[config.mk]
export PLATFORM = sky130hd
export DESIGN_NAME = gerenciador_atributos_flat
export DESIGN_NICKNAME = d
export VERILOG_FILES = /design/src/rtl/gerenciador_atributos_if.sv /design/src/rtl/gerenciador_atributos.sv /design/src/flat_wrapper.sv
export SDC_FILE = /design/constraint.sdc
export NUM_CORES = 1
export LEC_CHECK = 0
export BUFFER_PORTS_ARGS = -buffer_cell sky130_fd_sc_hd__buf_4
export CORE_AREA = 5 5 81 83
export DETAILED_ROUTE_END_ITERATION = 16
export DIE_AREA = 0 0 86 88
export GPL_TIMING_DRIVEN = 1
export PLACE_DENSITY_LB_ADDON = 0.15
export SLEW_MARGIN = 10
export SYNTH_ARGS = -nofsm -noshare
export SYNTH_HDL_FRONTEND = slang
export SYNTH_SLANG_ARGS = --single-unit
[constraint.sdc]
create_clock -name clk -period 1.9 [get_ports clk]
set_input_delay 0.475 -clock clk [delete_from_list [all_inputs] [get_ports clk]]
set_output_delay 0.475 -clock clk [all_outputs]
set_load 0.01 [all_outputs]
[src/rtl/gerenciador_atributos_if.sv]
// Bus between the state controller and the attribute manager.
// TAMAGOTCHI_PASSO_DEBUG_EN adds the passo single-step signal.
interface gerenciador_atributos_if;
    logic [3:0] estado;
    logic [7:0] fome;
    logic [7:0] felicidade;
    logic [7:0] sono;
    logic       tick;
    logic [2:0] alerta;
`ifdef TAMAGOTCHI_PASSO_DEBUG_EN
    logic       passo;

    modport master (
        output estado, passo,
        input  fome, felicidade, sono, tick, alerta
    );

    modport slave (
        input  estado, passo,
        output fome, felicidade, sono, tick, alerta
    );
`else
    modport master (
        output estado,
        input  fome, felicidade, sono, tick, alerta
    );

    modport slave (
        input  estado,
        output fome, felicidade, sono, tick, alerta
    );
`endif
endinterface

[src/rtl/gerenciador_atributos.sv]
// Pet need attributes (fome, felicidade, sono) updated with saturating steps on a prescaler tick.
// Optional macro TAMAGOTCHI_PASSO_DEBUG_EN: passo forces an immediate update and restarts the prescaler.
module gerenciador_atributos #(
    parameter int unsigned TICK_CYCLES   = 65536,
    parameter logic [7:0]  INIT          = 8'd200,
    parameter logic [7:0]  DECAY         = 8'd1,
    parameter logic [7:0]  GANHO         = 8'd5,
    parameter logic [7:0]  LIMIAR_ALERTA = 8'd32
) (
    input logic                   clk,
    input logic                   rst,
    gerenciador_atributos_if.slave bus
);
    localparam int unsigned   CW     = $clog2(TICK_CYCLES);
    localparam logic [CW-1:0] ULTIMO = CW'(TICK_CYCLES - 1);

    typedef enum logic [3:0] {
        IDLE       = 4'b0000,
        DORMINDO   = 4'b0001,
        COMENDO    = 4'b0010,
        DANDO_AULA = 4'b0100,
        MORTO      = 4'b1000
    } estado_t;

    logic [CW-1:0] cnt;
    logic [7:0]    fome_q, felicidade_q, sono_q;
    logic [7:0]    fome_n, felicidade_n, sono_n;
    logic          tick_q;
    logic          atualiza;
    estado_t       est;

    // 9-bit arithmetic: bit 8 flags borrow/carry so results clamp instead of wrapping
    function automatic logic [7:0] sat_sub(input logic [7:0] v);
        logic [8:0] d;
        d = {1'b0, v} - {1'b0, DECAY};
        return d[8] ? '0 : d[7:0];
    endfunction

    function automatic logic [7:0] sat_add(input logic [7:0] v);
        logic [8:0] s;
        s = {1'b0, v} + {1'b0, GANHO};
        return s[8] ? '1 : s[7:0];
    endfunction

    assign est = estado_t'(bus.estado);

`ifdef TAMAGOTCHI_PASSO_DEBUG_EN
    assign atualiza = bus.passo || (cnt == ULTIMO);
`else
    assign atualiza = (cnt == ULTIMO);
`endif

    always_comb begin
        fome_n       = sat_sub(fome_q);
        felicidade_n = sat_sub(felicidade_q);
        sono_n       = sat_sub(sono_q);
        case (est)
            COMENDO:    fome_n       = sat_add(fome_q);
            DORMINDO:   sono_n       = sat_add(sono_q);
            DANDO_AULA: felicidade_n = sat_add(felicidade_q);
            MORTO: begin
                fome_n       = fome_q;
                felicidade_n = felicidade_q;
                sono_n       = sono_q;
            end
            default: ;
        endcase
    end

    always_ff @(posedge clk) begin
        if (rst) begin
            cnt          <= '0;
            tick_q       <= 1'b0;
            fome_q       <= INIT;
            felicidade_q <= INIT;
            sono_q       <= INIT;
        end else begin
            tick_q <= atualiza;
            if (atualiza) begin
                cnt          <= '0;
                fome_q       <= fome_n;
                felicidade_q <= felicidade_n;
                sono_q       <= sono_n;
            end else begin
                cnt <= cnt + CW'(1);
            end
        end
    end

    assign bus.fome       = fome_q;
    assign bus.felicidade = felicidade_q;
    assign bus.sono       = sono_q;
    assign bus.tick       = tick_q;
    assign bus.alerta     = {fome_q <= LIMIAR_ALERTA,
                             felicidade_q <= LIMIAR_ALERTA,
                             sono_q <= LIMIAR_ALERTA};
endmodule
[src/flat_wrapper.sv]
// flat-port wrapper written by rule: the top's interface ports become plain ports
module gerenciador_atributos_flat 
#(
    parameter int unsigned TICK_CYCLES   = 65536,
    parameter logic [7:0]  INIT          = 8'd200,
    parameter logic [7:0]  DECAY         = 8'd1,
    parameter logic [7:0]  GANHO         = 8'd5,
    parameter logic [7:0]  LIMIAR_ALERTA = 8'd32
)
  (clk, rst, bus_estado, bus_fome, bus_felicidade, bus_sono, bus_tick, bus_alerta);
  gerenciador_atributos_if bus_i ();
  input logic clk;
  input logic rst;
  input wire logic [$bits(bus_i.estado)-1:0] bus_estado;
  output wire logic [$bits(bus_i.fome)-1:0] bus_fome;
  output wire logic [$bits(bus_i.felicidade)-1:0] bus_felicidade;
  output wire logic [$bits(bus_i.sono)-1:0] bus_sono;
  output wire logic [$bits(bus_i.tick)-1:0] bus_tick;
  output wire logic [$bits(bus_i.alerta)-1:0] bus_alerta;
  assign bus_i.estado = bus_estado;
  assign bus_fome = bus_i.fome;
  assign bus_felicidade = bus_i.felicidade;
  assign bus_sono = bus_i.sono;
  assign bus_tick = bus_i.tick;
  assign bus_alerta = bus_i.alerta;
  gerenciador_atributos #(.TICK_CYCLES(TICK_CYCLES), .INIT(INIT), .DECAY(DECAY), .GANHO(GANHO), .LIMIAR_ALERTA(LIMIAR_ALERTA)) u_core (.clk(clk), .rst(rst), .bus(bus_i));
endmodule
# ---- Word-level counts from Yosys, hierarchy flattened
# Index checks and enable logic that the tools add are counted.
dict set report word_totals {
  out_inout_bits 28
  regBits 41
  in_bits 6
  wordCells 32
}
dict set report classes {
  muxes 9
  addsub 7
  n_reduce_logical 2
  order_cmp 3
  bitwise 1
  n_eq_ne 5
}
# op n
set op_table {}
lappend op_table {{2-to-1 mux 8 bit} 6}
lappend op_table {{one-hot mux 8 bit (2 select lines)} 3}
lappend op_table {{adder 8 x 3 -> 9 bit (second input constant)} 3}
lappend op_table {{subtractor 8 x 1 -> 9 bit (second input constant)} 3}
lappend op_table {{less-or-equal comparator 8 x 6 -> 1 bit (second input constant)} 3}
lappend op_table {{adder 16 x 1 -> 16 bit (second input constant)} 1}
lappend op_table {{equality test 16 bit (second input constant)} 1}
lappend op_table {{equality test 4 x 1 -> 1 bit (second input constant)} 1}
lappend op_table {{equality test 4 x 2 -> 1 bit (second input constant)} 1}
lappend op_table {{equality test 4 x 3 -> 1 bit (second input constant)} 1}
lappend op_table {{equality test 4 bit (second input constant)} 1}
lappend op_table {{AND reduction 2 bit} 1}
lappend op_table {{OR reduction 2 bit} 1}
lappend op_table {{inverter 1 bit} 1}

# ---- Logic depth before layout (Yosys ltp)
# Gate-level depths: netlist of the first run.
dict set report logic_depth {
  word_depth 3
  mapped_depth 7
  depth_no_buf 7
}

# ---- Worst setup path after synthesis of the first run
# No wires, ideal clock.
dict set report synth_timing {
  path_kind {reg2out}
  startpoint {reg u_core.sono_q[2], in the netlist u_core.bus.sono[2]}
  endpoint {out bus_alerta[0]}
  n_path_buf 1
  t_arrival_ns 1.499
  t_required_ns 1.425
  stages_incl_launch_ff 5
  slack_ns -0.074
  path_cell_list {dfxtp_1 > buf_2 > nor3_1 > nand2_1 > a211oi_1}
}
dict set report synth_between {
  elab_chain_len 1
}
# item line
set synth_rtl {}
lappend synth_rtl {{from (decl)} gerenciador_atributos.sv:26} ;# logic [7:0] fome_q, felicidade_q, sono_q;
lappend synth_rtl {{from (signal assigned)} gerenciador_atributos.sv:83} ;# sono_q <= sono_n;
lappend synth_rtl {{less-or-equal comparator 8 x 6 -> 1 bit} gerenciador_atributos.sv:96} ;# sono_q <= LIMIAR_ALERTA};
lappend synth_rtl {{to (decl)} flat_wrapper.sv:19} ;# output wire logic [$bits(bus_i.alerta)-1:0] bus_alerta;
# No other way between the ends.

# ---- Final worst setup path of the first run
dict set report layout_timing {
  startpoint {reg u_core.cnt[0]}
  endpoint {reg u_core.sono_q[2], in the netlist u_core.bus.sono[2]}
}
dict set report layout_between {
  elab_chain_len 2
}
# item line
set layout_rtl {}
lappend layout_rtl {{from (decl)} gerenciador_atributos.sv:25} ;# logic [CW-1:0] cnt;
lappend layout_rtl {{from (signal assigned)} gerenciador_atributos.sv:85} ;# cnt <= cnt + CW'(1);
lappend layout_rtl {{equality test 16 bit} gerenciador_atributos.sv:50} ;# assign atualiza = (cnt == ULTIMO);
lappend layout_rtl {{AND reduction 2 bit (no source line)} -}
# No other way between the ends.
# A chain may end at the register's enable or synchronous reset.

==> flow_summary.yaml, run 1 <==
status:
  status: "complete, but fails checks"
  violations: "setup timing"
floorplan:
  pin_count: 34
  die_area_sq_mm: 0.007568
  initial_utilization: 0.5084
  rows: 28
  die_h_um: 88
  core-area_sq_mm: 0.005781
  die_x_um: 86
power_and_ir_drop:
  combPwrFrac: 0.064
  p_sw_uw: 401.0
  pwr-share-seq: 0.540
  clockPowerShare: 0.396
  pwr_density_cell_mw_per_mm2: 389.5
  switching_share: 0.2500
  vdd_drop_max_uv: 319.6
  p_leak_uw: 0.001677
  p_int_uw: 1203
route:
  first_pass_iters: 5
  vias_per_cell: 6.106
  drt_drc_violations_left: 0
  initialDrtViolationCount: 251
  antenna_left: 0
  wl_per_cell_um: 16.33
  drt-total-wl_um: 9126
  num_vias: 3413
run:
  max_cap_violations: 0
cts:
  htreeDepth: 2
  clk_latency_ns: 0.30
  cts_root_buf: "clkbuf_8"
  cts.hold.buffers_added: 0
  cts.reportedPaths.clkPinSlew_ns: 0.09
  cts_tree: "yes"
  cts_inserted_buffers: 5
  cts_buffer_depth: 2
  cts.sinks: 41
critical_path:
  crit_fanout: 2
  path_buf_inv: 3
  cp.arrival_ns: 2.15
  required_ns: 2.15
  crit_family: "simple AND/OR/NAND/NOR gates"
  crit_chain: "ha_4 -> nand4_1 -> buf_4 -> nor4_4 -> buf_4 -> buf_4 -> o211ai_1 -> nor4b_2 -> a31o_2"
  endpoint_kind: "register"
  crit_top_cell: "buf_4"
  max_stage_delay_ns: 0.36
  crit_type: "reg -> reg"
  cp-start-kind: "register"
  crit_slowest_cell: "dfxtp_2"
logic_synthesis:
  synth-seq-cells: 41
  synth_area_per_cell_sq_um: 7.498
  synth-async-reset-ratio: 0
  synthCells: 392
  synthTopCellsByArea: "dfxtp_1, nor2_1, o21ai_0, a21oi_1, ha_1"
  synthesis.area_sq_mm: 0.002939
  synth_top_area_share: 0.2793
  ys_seq_area_frac: 0.2793
  synth_edf_count: 0
  synth_most_common_cell: "nor2_1"
  yosysUniqueCellTypes: 61
  synth_top_cell_by_area: "dfxtp_1"
  synthTopCellsByCount: "nor2_1, dfxtp_1, o21ai_0"
  syn_nets: 408
  yosys_warnings: 0
  synthFlopType: "dfxtp_1"
timing:
  rsz0062_at_grt: "true"
  worstMarginPinSlew_ns: 0.5058
  finalClockSkew_ns: 0.004824
  fmax_mhz: 525.7
  fin_crit_ns: 1.902
  finalCritPeriodShare: 1.001
  setup_viol: 1
  maxSlewHeadroom: 0.6586
  final.setup.worst_slack_ns: -0.002295
  fin_setup_tns_ns: -0.002295
  slew_viol_final: 0
  hold_viol: 0
  fin_hold_ws_ns: 0.4540
finish:
  regArea_sq_um: 844.6
  fillers: 476
  syn_to_final_growth_pct: 40.10
  multi_input_area_sq_mm: 0.002137
  diodes: 0
  drive_gt1_frac: 0.3698
  design_area_sq_mm: 0.004118
  fin_nets: 499
placement:
  hpwlAfterDp_um: 6337
  place_area_sq_mm: 0.003744
  portBuffers: 33
  pre_cts_ws_ns: -0.2749
  gp_congestion: 0.9220
global_route:
  overflow: 0
  first_global_vias: 3209
  grt_usage: 0.2392
  grt_max_degree: 18
  grt_first_pass_wirelength_um: 14730
  antenna_found_initial: 0
hold_path:
  hold_path.class: "in -> reg"
## registers in the layout (all words and copies together), names as in the netlist
name	cells
u_core.bus.fome	8
u_core.bus.sono	8
u_core.bus.tick	1
u_core.bus.felicidade	8
u_core.cnt	16
## metrics by stage
step	total power (uW)	instances	util
after floorplan	929.7	392	-
after global placement	970.4	542	0.6476
final	1604	559	0.7123
after global routing	1660	559	0.7123
after CTS	1596	553	0.6745
after detailed placement	973.0	542	0.6476
## logic make-up (layout without fill, tap and decap cells)
kind of cell    count (synthesis)  after routing  share of synthesized area
simple gates                  157            157                     0.2831
compound gates                121            121                     0.2763
buf+inv                        43            135                    0.05747
flops                          41             41                     0.2793
xor+xnor                       18             18                    0.05364
fa+ha+maj                      10             10                    0.04257
mux                             2              2                   0.007662
## timing repair
item	CTS	global route
pin swaps	4	14
gates resized for setup	9	51
setup buffers	3	6
endpoints found under the setup margin	11	31
## path summary, 6_finish.rpt
path,from,end,slack [ns],cells after the start
min,rst,u_core.bus.sono[1]$_SDFFE_PP0P_,0.45,2
min reg2reg,u_core.cnt[8]$_SDFF_PP0_,u_core.cnt[8]$_SDFF_PP0_,0.54,2
max,u_core.cnt[0]$_SDFF_PP0_,u_core.bus.sono[2]$_SDFFE_PP0P_,-0.002,9
max reg2reg,u_core.cnt[0]$_SDFF_PP0_,u_core.bus.sono[2]$_SDFFE_PP0P_,-0.002,9
## power groups by stage
stage | Clock [uW] | Sequential, uW | Combinational, uW
2_1_floorplan | 0 | 885 | 45.2
3_3_place_gp | 0 | 884 | 86.6
3_5_place_dp | 0 | 884 | 89.0
4_1_cts | 643 | 864 | 89.0
5_1_grt | 683 | 867 | 110
6_report | 636 | 866 | 102
## layout make-up
type | instances | share of cell area
Tap cell | 75 | 0.02279
Clock buffer | 6 | 0.02005
Sequential cell | 41 | 0.2051
Multi-Input combinational cell | 308 | 0.5190
Timing Repair Buffer | 116 | 0.2179
Inverter | 11 | 0.01185
Clock inverter | 2 | 0.003342
## per-layer routing
metal	vias up	global-route usage	part of all wire
li1	1627	-	-
met1	1593	0.3108	0.42
met2	170	0.3966	0.49
met3	23	0.03951	0.067
met4	0	0.09353	0.022
met5	-	0	0
## cell usage in the layout (no fill, tap or decap), types with 3 or more instances in the layout
master,Yosys,routed
dfxtp_2,0,13
ha_1,10,6
xnor2_1,8,8
a31oi_1,4,4
nand3_1,16,16
inv_1,10,6
a211o_1,3,3
nor3_4,0,3
o211ai_1,8,8
inv_4,0,3
dfxtp_1,41,26
or4b_1,4,3
nor3_1,11,7
xor2_1,10,10
ha_4,0,3
and2_1,4,3
nor2_1,49,47
clkbuf_8,0,6
buf_4,0,109
nand2_1,28,26
a21o_1,4,4
nand3b_1,3,3
and3_1,5,5
a21boi_0,5,4
o21a_1,5,5
o21ai_0,32,30
or4b_4,1,3
a21oi_1,27,26
nand4_1,11,11
nor4b_1,6,3
buf_6,0,7
Note: power is estimated with default switching activity, not from simulation.
==> run 2: changes to the inputs <==
CORE_AREA = 2 2 77 79   (was 5 5 81 83)
CTS_BUF_LIST = sky130_fd_sc_hd__clkbuf_8   (was unset)
DIE_AREA = 0 0 79 81   (was 0 0 86 88)
==> run 2 against run 1 <==
Compared with the run above: the flow still finishes with violations (setup timing); first-iteration DRC count grew 13%; critical path depth down 1; sequential power barely moved; critical path type unchanged.
==> flow_summary.yaml, run 2 (synthesis gave the netlist of run 1 again) <==
status:
  status: "complete, but fails checks"
  violations: "setup timing"
global_route:
  grt_first_pass_wirelength_um: 14350
  grt_use_met1: 0.3664
  antenna_found_initial: 0
  overflow: 0
  grt_usage: 0.2797
  use_met2: 0.4653
  grt_util_met3: 0.03889
  grt_max_degree: 22
  grt_busiest_layer: "met2"
  first_global_vias: 3136
power_and_ir_drop:
  pwr_density_cell_mw_per_mm2: 422.0
  p_leak_uw: 0.001620
  fin_total_pwr_uw: 1691
  vdd_drop_max_uv: 347.3
cts:
  cts_tree: "yes"
  clk_latency_ns: 0.30
  cts_root_buf: "clkbuf_8"
  cts.hold.buffers_added: 0
  cts_buffer_depth: 2
  cts.reportedPaths.clkPinSlew_ns: 0.09
  cts_inserted_buffers: 5
  cts.sinks: 41
  htreeDepth: 2
finish:
  fin_nets: 492
  diodes: 0
  finalNonFillerCells: 552
  final_common_cell: "buf_4"
  finish.utilization: 0.7061
  largest_register_ffs: 16
  largest-register: "u_core.cnt"
  fillers: 516
  mostFrequentLayoutCells: "buf_4, nor2_1, dfxtp_1"
  syn_to_final_growth_pct: 36.36
  drive_gt1_frac: 0.3354
critical_path:
  rrSetupSlack_ns: -0.05
  crit_fanout: 15
  crit_type: "reg -> reg"
  cp.arrival_ns: 2.19
  required_ns: 2.14
  max_stage_delay_ns: 0.52
  crit_slowest_cell: "or4_1"
  crit_chain: "ha_4 -> nand4_1 -> buf_4 -> nor4_4 -> nand2_1 -> buf_12 -> or4_1 -> a21oi_2"
  cp-start-kind: "register"
  endpoint_kind: "register"
floorplan:
  pin_count: 34
  initial_utilization: 0.5179
  die_h_um: 81
  rows: 28
  core-area_sq_mm: 0.005675
  die_area_sq_mm: 0.006399
  die_x_um: 79
route:
  first_pass_iters: 5
  num_vias: 3308
  drt-total-wl_um: 8763
  initialDrtViolationCount: 283
  drt_drc_violations_left: 0
  wl_per_cell_um: 15.88
  vias_per_cell: 5.993
  antenna_left: 0
timing:
  slew_viol_final: 0
  setup_viol: 4
  final.setup.worst_slack_ns: -0.05318
  maxSlewHeadroom: 0.6956
  finalCritPeriodShare: 1.028
  finalClockSkew_ns: 0.006062
  worstMarginPinSlew_ns: 0.4532
  fmax_mhz: 512.0
  fin_hold_ws_ns: 0.3758
  hold_viol: 0
  rsz0062_at_grt: "true"
  fin_crit_ns: 1.953
hold_path:
  hold_path.class: "in -> reg"
placement:
  portBuffers: 33
  hpwlAfterDp_um: 6169
  gp_congestion: 0.9348
  place_inst: 536
  pre_cts_ws_ns: -0.2217
run:
  max_cap_violations: 0
==> run 2: what timing repair did <==
| action | CTS | global route |
|---|---|---|
| pin swaps | 5 | 11 |
| gates resized for setup | 7 | 32 |
| setup endpoints to repair | 10 | 18 |
| buffers inserted | 4 | 4 |
| cloned | 0 | 0 |
==> run 2: worst max-delay path, delay by kind of cell (launching register included) <==
family,cells,cell delay [ns]
simple gates,4,0.92
flops,1,0.36
buf+inv,2,0.36
fa+ha+maj,1,0.13
compound gates,1,0.13
==> run 2: cell type report <==
class / instances / area [sq um] / share of cell area
Clock buffer: 5 / 68.82 / 0.01717
Timing Repair Buffer: 109 / 849.6 / 0.2120
Inverter: 11 / 43.79 / 0.01093
Multi-Input combinational cell: 308 / 2068 / 0.5161
Clock inverter: 3 / 46.29 / 0.01155
Tap cell: 75 / 93.84 / 0.02342
Sequential cell: 41 / 837.1 / 0.2089
==> run 2: metrics by stage <==
step / setup TNS [ns] / instance area [sq um]
after floorplan: -0.01681 / 2975
after global placement: -2.376 / 3711
after detailed placement: -2.830 / 3711
after CTS: 0 / 3879
after global routing: -1.127 / 4008
final: -0.06376 / 4008
==> run 2: power by group <==
part	internal [uW]	switching (uW)	leakage (uW)	total, uW
registers	862	4.61	0.000336	866
clock network	394	339	0.0000543	732
logic	40.6	51.8	0.00123	92.4
total	1300	395	0.00162	1690
==> run 2: path summary, 6_finish.rpt <==
kind,from,cells after the start,to
setup reg to reg,u_core.cnt[0]$_SDFF_PP0_,8,u_core.bus.fome[2]$_SDFFE_PP0P_
setup / recovery,u_core.cnt[0]$_SDFF_PP0_,8,u_core.bus.fome[2]$_SDFFE_PP0P_
hold reg to reg,u_core.cnt[0]$_SDFF_PP0_,2,u_core.cnt[0]$_SDFF_PP0_
hold / removal,rst,2,u_core.bus.sono[0]$_SDFFE_PP0P_
==> run 2: per-layer routing <==
metal  up-vias  wire length [um]
met3        13               531
met4         0               156
met2       133              4277
met1      1556              3798
li1       1606                 -
met5         -                 0
==> run 3: changes to the inputs <==
PLACE_DENSITY = 0.76   (was unset)
PLACE_DENSITY_LB_ADDON = unset   (was 0.15)
==> run 3 against run 2 <==
Compared with the run above: the run still ends with setup timing left; critical path depth shrank 1; non-clock buffer count grew 3; register-to-register slack is essentially flat; power grew 2.1%; worst hold slack gained 0.053 ns; sequential power is essentially flat; clock skew grew 0.00055 ns; utilization grew 0.53 points.
==> flow_summary.yaml, run 3 (synthesis gave the netlist of run 1 again) <==
route:
  first_pass_iters: 7
  drt_drc_violations_left: 0
  vias_per_cell: 6.133
  num_vias: 3404
  drt-total-wl_um: 8952
  antenna_left: 0
  wl_per_cell_um: 16.13
  initialDrtViolationCount: 336
global_route:
  use_met2: 0.4712
  antenna_found_initial: 0
  grt_usage: 0.2749
  grt_util_met3: 0.04333
  grt_busiest_layer: "met2"
  overflow: 0
  grt_use_met1: 0.3458
  grt_max_degree: 18
  grt_first_pass_wirelength_um: 14190
  first_global_vias: 3106
finish:
  fillers: 459
  syn_to_final_growth_pct: 37.38
  finalNonFillerCells: 555
  final_common_cell: "buf_4"
  fin_nets: 495
  diodes: 0
  drive_gt1_frac: 0.3458
  mostFrequentLayoutCells: "buf_4, nor2_1, dfxtp_1"
  largest-register: "u_core.cnt"
  largest_register_ffs: 16
floorplan:
  core-area_sq_mm: 0.005675
  die_h_um: 81
  rows: 28
  die_area_sq_mm: 0.006399
  pin_count: 34
  die_x_um: 79
  initial_utilization: 0.5179
cts:
  cts_inserted_buffers: 5
  cts.hold.buffers_added: 0
  clk_latency_ns: 0.30
  cts.sinks: 41
  cts_root_buf: "clkbuf_8"
  htreeDepth: 2
  cts_buffer_depth: 2
  cts.reportedPaths.clkPinSlew_ns: 0.09
  cts_tree: "yes"
timing:
  setup_viol: 3
  finalClockSkew_ns: 0.006608
  hold_viol: 0
  finalCritPeriodShare: 1.028
  rsz0062_at_grt: "true"
  maxSlewHeadroom: 0.7037
  fin_hold_ws_ns: 0.4286
  fin_crit_ns: 1.954
  worstMarginPinSlew_ns: 0.4411
  fmax_mhz: 511.8
  final.setup.worst_slack_ns: -0.05387
  slew_viol_final: 0
critical_path:
  endpoint_kind: "register"
  crit_type: "reg -> reg"
  cp-start-kind: "register"
  crit_fanout: 4
  cp.arrival_ns: 2.14
  required_ns: 2.09
power_and_ir_drop:
  p_leak_uw: 0.001627
  pwr_density_cell_mw_per_mm2: 427.4
  vdd_drop_max_uv: 319.6
placement:
  place_inst: 538
  gp_congestion: 0.9482
  hpwlAfterDp_um: 6230
  portBuffers: 33
run:
  max_cap_violations: 0
hold_path:
  hold_path.class: "in -> reg"
status:
  status: "complete, but fails checks"
  violations: "setup timing"
[run 3: cell types whose count changed in the layout (fill, tap and decap cells not counted), moves of 2 or more]
cell / change
nor3_2: -3
dfxtp_1: -2
inv_1: -2
buf_4: +5
inv_4: +2
nor3_4: +3
[run 3: power by group]
group          switching [uW]  internal, uW  total (uW)
Sequential               3.07           860         863
Clock                     341           428         768
Combinational            53.5          40.7        94.2
[run 3: layout make-up]
| class | count | area, sq um | share of cell area |
|---|---|---|---|
| Clock buffer | 6 | 82.58 | 0.02045 |
| Inverter | 11 | 48.80 | 0.01209 |
| Tap cell | 75 | 93.84 | 0.02324 |
| Clock inverter | 2 | 37.54 | 0.009297 |
| Multi-Input combinational cell | 308 | 2077 | 0.5144 |
| Timing Repair Buffer | 112 | 855.8 | 0.2120 |
| Sequential cell | 41 | 842.1 | 0.2086 |
[run 3: worst paths after layout]
kind                            slack [ns]                               endpoint  cells after the start                             startpoint
worst max-delay path                 -0.05  u_core.bus.felicidade[5]$_SDFFE_PP0P_                      7  u_core.bus.felicidade[1]$_SDFFE_PP0P_
worst min-delay path                  0.43        u_core.bus.sono[0]$_SDFFE_PP0P_                      2                                    rst
worst max register to register       -0.05  u_core.bus.felicidade[5]$_SDFFE_PP0P_                      7  u_core.bus.felicidade[1]$_SDFFE_PP0P_
worst min register to register        0.56               u_core.cnt[8]$_SDFF_PP0_                      2               u_core.cnt[8]$_SDFF_PP0_
[run 3: timing repair]
action,CTS,global route
pin swaps,8,7
buffers inserted,5,5
resized for setup,22,22
gates cloned,0,0
setup endpoints to repair,12,18
[run 3: stage by stage]
stage | setup WS, ns | area, sq um | power [uW] | TNS (ns) | utilization
2_1_floorplan | -0.01681 | 2975 | 929.7 | -0.01681 | -
3_3_place_gp | -0.2021 | 3714 | 968.1 | -2.282 | 0.6543
3_5_place_dp | -0.1910 | 3714 | 971.4 | -2.640 | 0.6543
4_1_cts | -0.006924 | 3941 | 1724 | -0.007117 | 0.6944
5_1_grt | -0.1264 | 4038 | 1775 | -0.4147 | 0.7114
6_report | -0.05387 | 4038 | 1726 | -0.1409 | 0.7114
[run 3: layer usage]
metal	vias up	wire length, um
met4	0	214
met5	-	0
met1	1581	3703
li1	1616	-
met3	28	679
met2	179	4354
[run 3: critical path: stages (launching register included)]
cell and delay [ns]:
dfxtp_4 0.36, inv_4 0.06, ha_4 0.13, or4b_4 0.48
o41ai_4 0.43, o211ai_1 0.16, a22oi_1 0.16, o2bb2ai_1 0.08
